**config.mk**
```make
export PLATFORM = sky130hd
export DESIGN_NAME = bit_serializer_flat
export DESIGN_NICKNAME = d
export VERILOG_FILES = /design/src/rtl/bit_serializer_pkg.sv /design/src/rtl/bit_serializer_if.sv /design/src/rtl/bit_serializer.sv /design/src/flat_wrapper.sv
export SDC_FILE = /design/constraint.sdc
export NUM_CORES = 1
export LEC_CHECK = 0
export ABC_CLOCK_PERIOD_IN_PS = 2600
export BUFFER_PORTS_ARGS = -buffer_cell sky130_fd_sc_hd__buf_4
export CAP_MARGIN = 20
export CORE_MARGIN = 3
export CORE_UTILIZATION = 56
export CTS_CLUSTER_SIZE = 24
export DETAILED_ROUTE_END_ITERATION = 7
export PLACE_DENSITY = 0.91
export SYNTH_ARGS = -nofsm -noshare
export SYNTH_HDL_FRONTEND = slang
export SYNTH_SLANG_ARGS = --single-unit
```
**constraint.sdc**
```tcl
create_clock -name clk -period 2.6 [get_ports clk]
set_input_delay 0.52 -clock clk [delete_from_list [all_inputs] [get_ports clk]]
set_output_delay 0.52 -clock clk [all_outputs]
set_load 0.02 [all_outputs]
```
**src/rtl/bit_serializer_pkg.sv**
```systemverilog
// Shared types and sizing helpers for the MSB-first bit serializer.
// The PARITY state exists only when SERIALIZER_PARITY_EN is defined.
package serial_pkg;

  localparam int unsigned SER_WIDTH_DEFAULT = 8;

  function automatic int unsigned ser_cnt_width(input int unsigned width);
    return (width < 2) ? 1 : $clog2(width);
  endfunction

  localparam int unsigned SER_CNT_W_DEFAULT = ser_cnt_width(SER_WIDTH_DEFAULT);

  typedef enum logic [1:0] {
    IDLE,
    SHIFT
`ifdef SERIALIZER_PARITY_EN
    , PARITY
`endif
  } state_t;

endpackage

```
**src/rtl/bit_serializer_if.sv**
```systemverilog
// Parallel-word load handshake between a word producer and bit_serializer.
interface bit_serializer_if #(
  parameter int unsigned WIDTH = 8
) ();
  logic [WIDTH-1:0] load_data;
  logic             load_valid;
  logic             load_ready;

  modport master (output load_data, output load_valid, input load_ready);
  modport slave  (input load_data, input load_valid, output load_ready);
endinterface

```
**src/rtl/bit_serializer.sv**
```systemverilog
// PISO stage: accepts a WIDTH-bit word and shifts it out MSB-first on b_out.
// Define SERIALIZER_PARITY_EN to append an even-parity bit after the LSB.
module bit_serializer
  import serial_pkg::*;
#(
  parameter int unsigned WIDTH = SER_WIDTH_DEFAULT
) (
  input  logic                 clk,
  input  logic                 rst,
  bit_serializer_if.slave      load,
  output logic                 b_out,
  output logic                 b_valid,
  output logic                 busy,
  output logic                 done
);

  localparam int unsigned    CW   = ser_cnt_width(WIDTH);
  localparam logic [CW-1:0]  LAST = CW'(WIDTH - 1);

  state_t           state;
  logic [WIDTH-1:0] shreg;
  logic [CW-1:0]    cnt;
  logic             final_bit;
  logic             accept;
`ifdef SERIALIZER_PARITY_EN
  logic             parity;
`endif

  // Final-bit cycle doubles as a ready cycle so words can stream with no gap.
  always_comb begin
    final_bit = 1'b0;
`ifdef SERIALIZER_PARITY_EN
    final_bit = (state == PARITY);
`else
    final_bit = (state == SHIFT) && (cnt == LAST);
`endif
  end

  assign load.load_ready = (state == IDLE) || final_bit;
  assign accept          = load.load_valid && load.load_ready;

  // shreg always holds the bit on b_out in its MSB; b_out is loaded one step ahead.
  always_ff @(posedge clk) begin
    if (rst) begin
      state   <= IDLE;
      shreg   <= '0;
      cnt     <= '0;
      b_out   <= 1'b0;
      b_valid <= 1'b0;
      busy    <= 1'b0;
      done    <= 1'b0;
`ifdef SERIALIZER_PARITY_EN
      parity  <= 1'b0;
`endif
    end else if (accept) begin
      state   <= SHIFT;
      shreg   <= load.load_data;
      cnt     <= '0;
      b_out   <= load.load_data[WIDTH-1];
      b_valid <= 1'b1;
      busy    <= 1'b1;
      done    <= 1'b0;
`ifdef SERIALIZER_PARITY_EN
      parity  <= ^load.load_data;
`endif
    end else begin
      case (state)
        SHIFT: begin
          if (cnt == LAST) begin
`ifdef SERIALIZER_PARITY_EN
            state <= PARITY;
            b_out <= parity;
            done  <= 1'b1;
`else
            state   <= IDLE;
            shreg   <= '0;
            cnt     <= '0;
            b_out   <= 1'b0;
            b_valid <= 1'b0;
            busy    <= 1'b0;
            done    <= 1'b0;
`endif
          end else begin
            shreg <= {shreg[WIDTH-2:0], 1'b0};
            b_out <= shreg[WIDTH-2];
            cnt   <= cnt + CW'(1);
`ifndef SERIALIZER_PARITY_EN
            done  <= (cnt == LAST - CW'(1));
`endif
          end
        end
`ifdef SERIALIZER_PARITY_EN
        PARITY: begin
          state   <= IDLE;
          shreg   <= '0;
          cnt     <= '0;
          b_out   <= 1'b0;
          b_valid <= 1'b0;
          busy    <= 1'b0;
          done    <= 1'b0;
        end
`endif
        default: begin
          state <= IDLE;
        end
      endcase
    end
  end

endmodule

```
**src/flat_wrapper.sv**
```systemverilog
// flat-port wrapper written by rule: the top's interface ports become plain ports
module bit_serializer_flat import serial_pkg::*;
#(
  parameter int unsigned WIDTH = SER_WIDTH_DEFAULT
)
  (clk, rst, b_out, b_valid, busy, done, load_load_data, load_load_valid, load_load_ready);
  bit_serializer_if #(.WIDTH(WIDTH)) load_i ();
  input  logic clk;
  input  logic rst;
  output logic b_out;
  output logic b_valid;
  output logic busy;
  output logic done;
  input wire logic [$bits(load_i.load_data)-1:0] load_load_data;
  input wire logic [$bits(load_i.load_valid)-1:0] load_load_valid;
  output wire logic [$bits(load_i.load_ready)-1:0] load_load_ready;
  assign load_i.load_data = load_load_data;
  assign load_i.load_valid = load_load_valid;
  assign load_load_ready = load_i.load_ready;
  bit_serializer #(.WIDTH(WIDTH)) u_core (.clk(clk), .rst(rst), .load(load_i), .b_out(b_out), .b_valid(b_valid), .busy(busy), .done(done));
endmodule
```
After elaboration in Yosys (flattened, before gate mapping):

Index checks and enable logic that the tools add are counted.

* shift-type cells: 0
* $add $sub $neg: 1
* bitwise logic cells: 0
* reductions and logical operators: 8
* equality and inequality tests: 3
* divide/modulo/power cells: 0
* muxes and demuxes: 14
* multipliers: 0
* $lt $le $gt $ge: 0

Operators by type and width (number)
* two-way mux 7 bit: 3
* two-way mux 1 bit: 10
* == test 3 bit (second input constant): 2
* nonzero test 2 bit: 2
* adder 3 x 1 -> 3 bit (second input constant): 1
* two-way mux 3 bit: 1
* inequality test 3 x 2 -> 1 bit (second input constant): 1
* logical AND 1 bit: 2
* zero test 2 bit: 1
* AND reduction 2 bit: 1
* OR reduction 2 bit: 1
* logical OR 1 bit: 1

* bits in latches: 0
* bits in read-only memories: 0
* memories kept: 0
* input bits: 11
* logic and storage cells: 32
* bits in writable memories: 0
* output and inout port bits: 5
* register bits after elaboration: 14

Logic depth before layout (Yosys ltp):

* word-level depth: 6
* mapped depth: 7
* gate-level depth less buffers: 6

Worst setup path before layout:

No wires, ideal clock.

* kind: register to output
* start point: register u_core.cnt[0]
* end point: output load_load_ready
* path buffers: 1
* setup slack: 978 ps
* required time: 2080 ps
* cell stages (with the launch flop): 6
* arrival: 1102 ps
* cells stage by stage: dfxtp_1 -> ha_1 -> ha_1 -> nor2b_4 -> buf_6 -> inv_2

* longest elaborated chain between the ends: 3

Ends and longest elaborated chain
* start: declaration: RTL line bit_serializer.sv:22 `logic [CW-1:0] cnt;`
* start signal: assignment: RTL line bit_serializer.sv:86 `cnt <= cnt + CW'(1);`
* == test 3 bit: RTL line bit_serializer.sv:35 `final_bit = (state == SHIFT) && (cnt == LAST);`
* logical AND 1 bit: RTL line bit_serializer.sv:35
* logical OR 1 bit: RTL line bit_serializer.sv:39 `assign load.load_ready = (state == IDLE) || final_bit;`
* end: declaration: RTL line flat_wrapper.sv:16 `output wire logic [$bits(load_i.load_ready)-1:0] load_load_ready;`

No other way between the ends.

Worst setup path after layout:

Ends and elaborated chain as after synthesis.

==> run metrics <==
DR iter-0 viols=10; Cells after Synth=84; minimum clock period=2.180 ns; main area contributors after synthesis=dfxtp_1 (35%), a211oi_2 (9.4%), a22oi_2 (9.4%), nor2_1 (7.0%), a21o_1 (5.6%); sequential cell area=280.3 um2; Setup Buffers After CTS=0; Vias/cell=5.545; Worst Hold Endpoint=u_core.done; EDFF count, synth=0; Final Non-Filler Cells=110; GRT overflow=0; fin. max-slew vios=0; startpoint types=register; initial antenna violation count=0; number of CTS-inserted buffers=3; synth unique cells=25; Worst-Margin Slew=0.4542 ns; share of layout cells above drive strength 1=34.74%; Ports=16; clk_skew=0.002998 ns; Area growth syn-to-layout=12.95%; height of the die=43.85 um; Hold Startpoint=u_core.done; # DRC=0; vias in the first global route=584; top-area cell type share of the netlist area=34.95%; Worst-Skew Late Latency=0.27 ns; R2R Path Start=u_core.cnt[0]; Nets=110; largest net degree at the start of global routing=18; unrepaired setup endpoints after global routing=false; total of max-cap violations=0; multi-input logic area=427.9 um2; Placer Congestion=0.7501; R2R depth=5; detailed-route via count=610; Reg-to-Reg End=u_core.shreg[1]; Rows=13; # hold bufs at CTS=0; IO Port Bufs=15; Max VDD drop=0.0003783 V; Post-Syn Area per Cell=9.548 um2; Slew headroom=69.68%; clk sinks=14; Max Root-Sink Buffers=2; Initial Utilization=60.87%; final hold violations=0; YS warnings=0; core footprint=1318 um2; DRT antenna net count=0; period utilisation layout=83.86%; Critical Path AT=1.66 ns; placed cell count=106; DIE WIDTH=43.85 um; clock slew at reported path FFs=0.09 ns; critical path endpoint category=output pin; power per cell area=530.4 nW/um2; CP max FO=11; Tightest Hold Check Type=reg2reg; first-pass GRT wire length=2539 um; number of synthesized register bits=14; crit path kind=reg2out; Worst EP required=2.08 ns; P_leak=0.4114 nW; average wire per standard cell=13.46 um; Die ar.=1922 um2; fraction of synthesis flops using an asynchronous set or reset pin=0%; Mapped Nets=98; CTS tree=yes; Resize count post-CTS=0; Seq/Total Area, Yosys=34.95%; Setup violations, final=0; dpl hpwl=1049 um; setup TNS=0 ns; worst hold path cell count=2; Total Routed Length=1481 um; DRT Pass-1 Iters=4; fmax=0.4587 GHz; H-tree levels=1; area leader, netlist=dfxtp_1; total track usage=17.77%; outcome=complete, no violations; Clock Tree Root=clkbuf_4; main flop type after synthesis=dfxtp_1; Fill cells=95; diode count=0; synthesized area=802.0 um2; R2R Setup Slk=1.05 ns
cells in the final DEF, fill, tap and decap left out, drive strengths merged:
cell type / netlist / final
nand2b: 1 / 1
nor3b: 1 / 1
a31oi: 1 / 1
clkbuf: 0 / 4
a22oi: 6 / 6
a2bb2oi: 1 / 1
a32oi: 2 / 2
inv: 8 / 8
a311oi: 1 / 1
a21oi: 1 / 1
nor2: 15 / 15
ha: 3 / 3
a211oi: 6 / 6
a21o: 6 / 6
mux2i: 3 / 3
buf: 8 / 15
nand3: 1 / 1
and2: 1 / 1
nor2b: 1 / 1
or2: 2 / 2
nand2: 1 / 1
o21a: 1 / 1
dfxtp: 14 / 14
area by class of cell:
| type | count | share of cell area [%] |
|---|---|---|
| multi-input cells | 54 | 47.24 |
| flip-flops and latches | 14 | 30.94 |
| repair buffers | 15 | 12.43 |
| clock buffers | 4 | 4.006 |
| inverters | 8 | 3.315 |
| well taps | 15 | 2.072 |
worst max-delay path by stage:
stage	depth (start not counted)	to	slack, ns	start
2_1_floorplan	5	load_load_ready	0.98	u_core.cnt[0]
3_3_place_gp	5	load_load_ready	0.76	u_core.cnt[0]
3_5_place_dp	5	load_load_ready	0.73	u_core.cnt[0]
4_1_cts	5	load_load_ready	0.40	u_core.cnt[0]
5_1_grt	5	load_load_ready	0.32	u_core.cnt[0]
6_report	5	load_load_ready	0.42	u_core.cnt[0]
layer usage:
| layer | wire length, um | GRT usage [%] | up-vias |
|---|---|---|---|
| li1 | - | - | 314 |
| met1 | 655 | 23.99 | 284 |
| met2 | 738 | 25.87 | 10 |
| met3 | 76 | 3.320 | 2 |
| met4 | 11 | 10.84 | 0 |
| met5 | 0 | 0 | - |
synth_stat cells (2+ instances only):
library cell and count:
a211oi_2 6, a21o_1 6, a22oi_2 6, a32oi_1 2, buf_2 3, buf_4 2, buf_6 3, dfxtp_1 14
ha_1 3, inv_1 7, mux2i_1 3, nor2_1 15, or2_1 2
state kept, by name (all words and copies together), names as in the netlist:
register	count
u_core.busy	1
u_core.state	1
u_core.cnt	3
u_core.b_out	1
u_core.done	1
u_core.shreg	7
metrics by stage:
step                      setup WS [ns]  area [um2]  hold slack, ns  power (mW)  util, %
after detailed placement         0.7273       869.6          0.5068      0.3303    66.00
after global routing             0.3163       905.9          0.5390      0.5032    68.76
after floorplan                  0.9780       802.0          0.4857      0.3065        -
final                            0.4198       905.9          0.5194      0.4805    68.76
after global placement           0.7601       869.6          0.4810      0.3281    66.00
after CTS                        0.4045       905.9          0.5249      0.4867    68.76
cells by family after synthesis:
family / after synthesis / share of synthesized area (%)
AO/OA/AOI/OAI: 25 / 31.05
AND/OR/NAND/NOR: 23 / 13.88
buffers and inverters: 16 / 11.70
flip-flops: 14 / 34.95
multiplexers: 3 / 3.744
adder cells (fa/ha/maj): 3 / 4.681
report_power, final:
part | internal [mW] | switching (mW) | leakage (nW)
logic | 0.0419 | 0.0432 | 0.275
registers | 0.228 | 0.0127 | 0.115
clock network | 0.0851 | 0.0699 | 0.0210
total | 0.355 | 0.126 | 0.411
worst max-delay path, cell delays in order, from the launching register on:
cell	delay, ns
dfxtp_1	0.34
ha_1	0.21
ha_1	0.27
nor2b_4	0.34
inv_2	0.06
buf_4	0.16
Power figures use the tool's default switching activity.
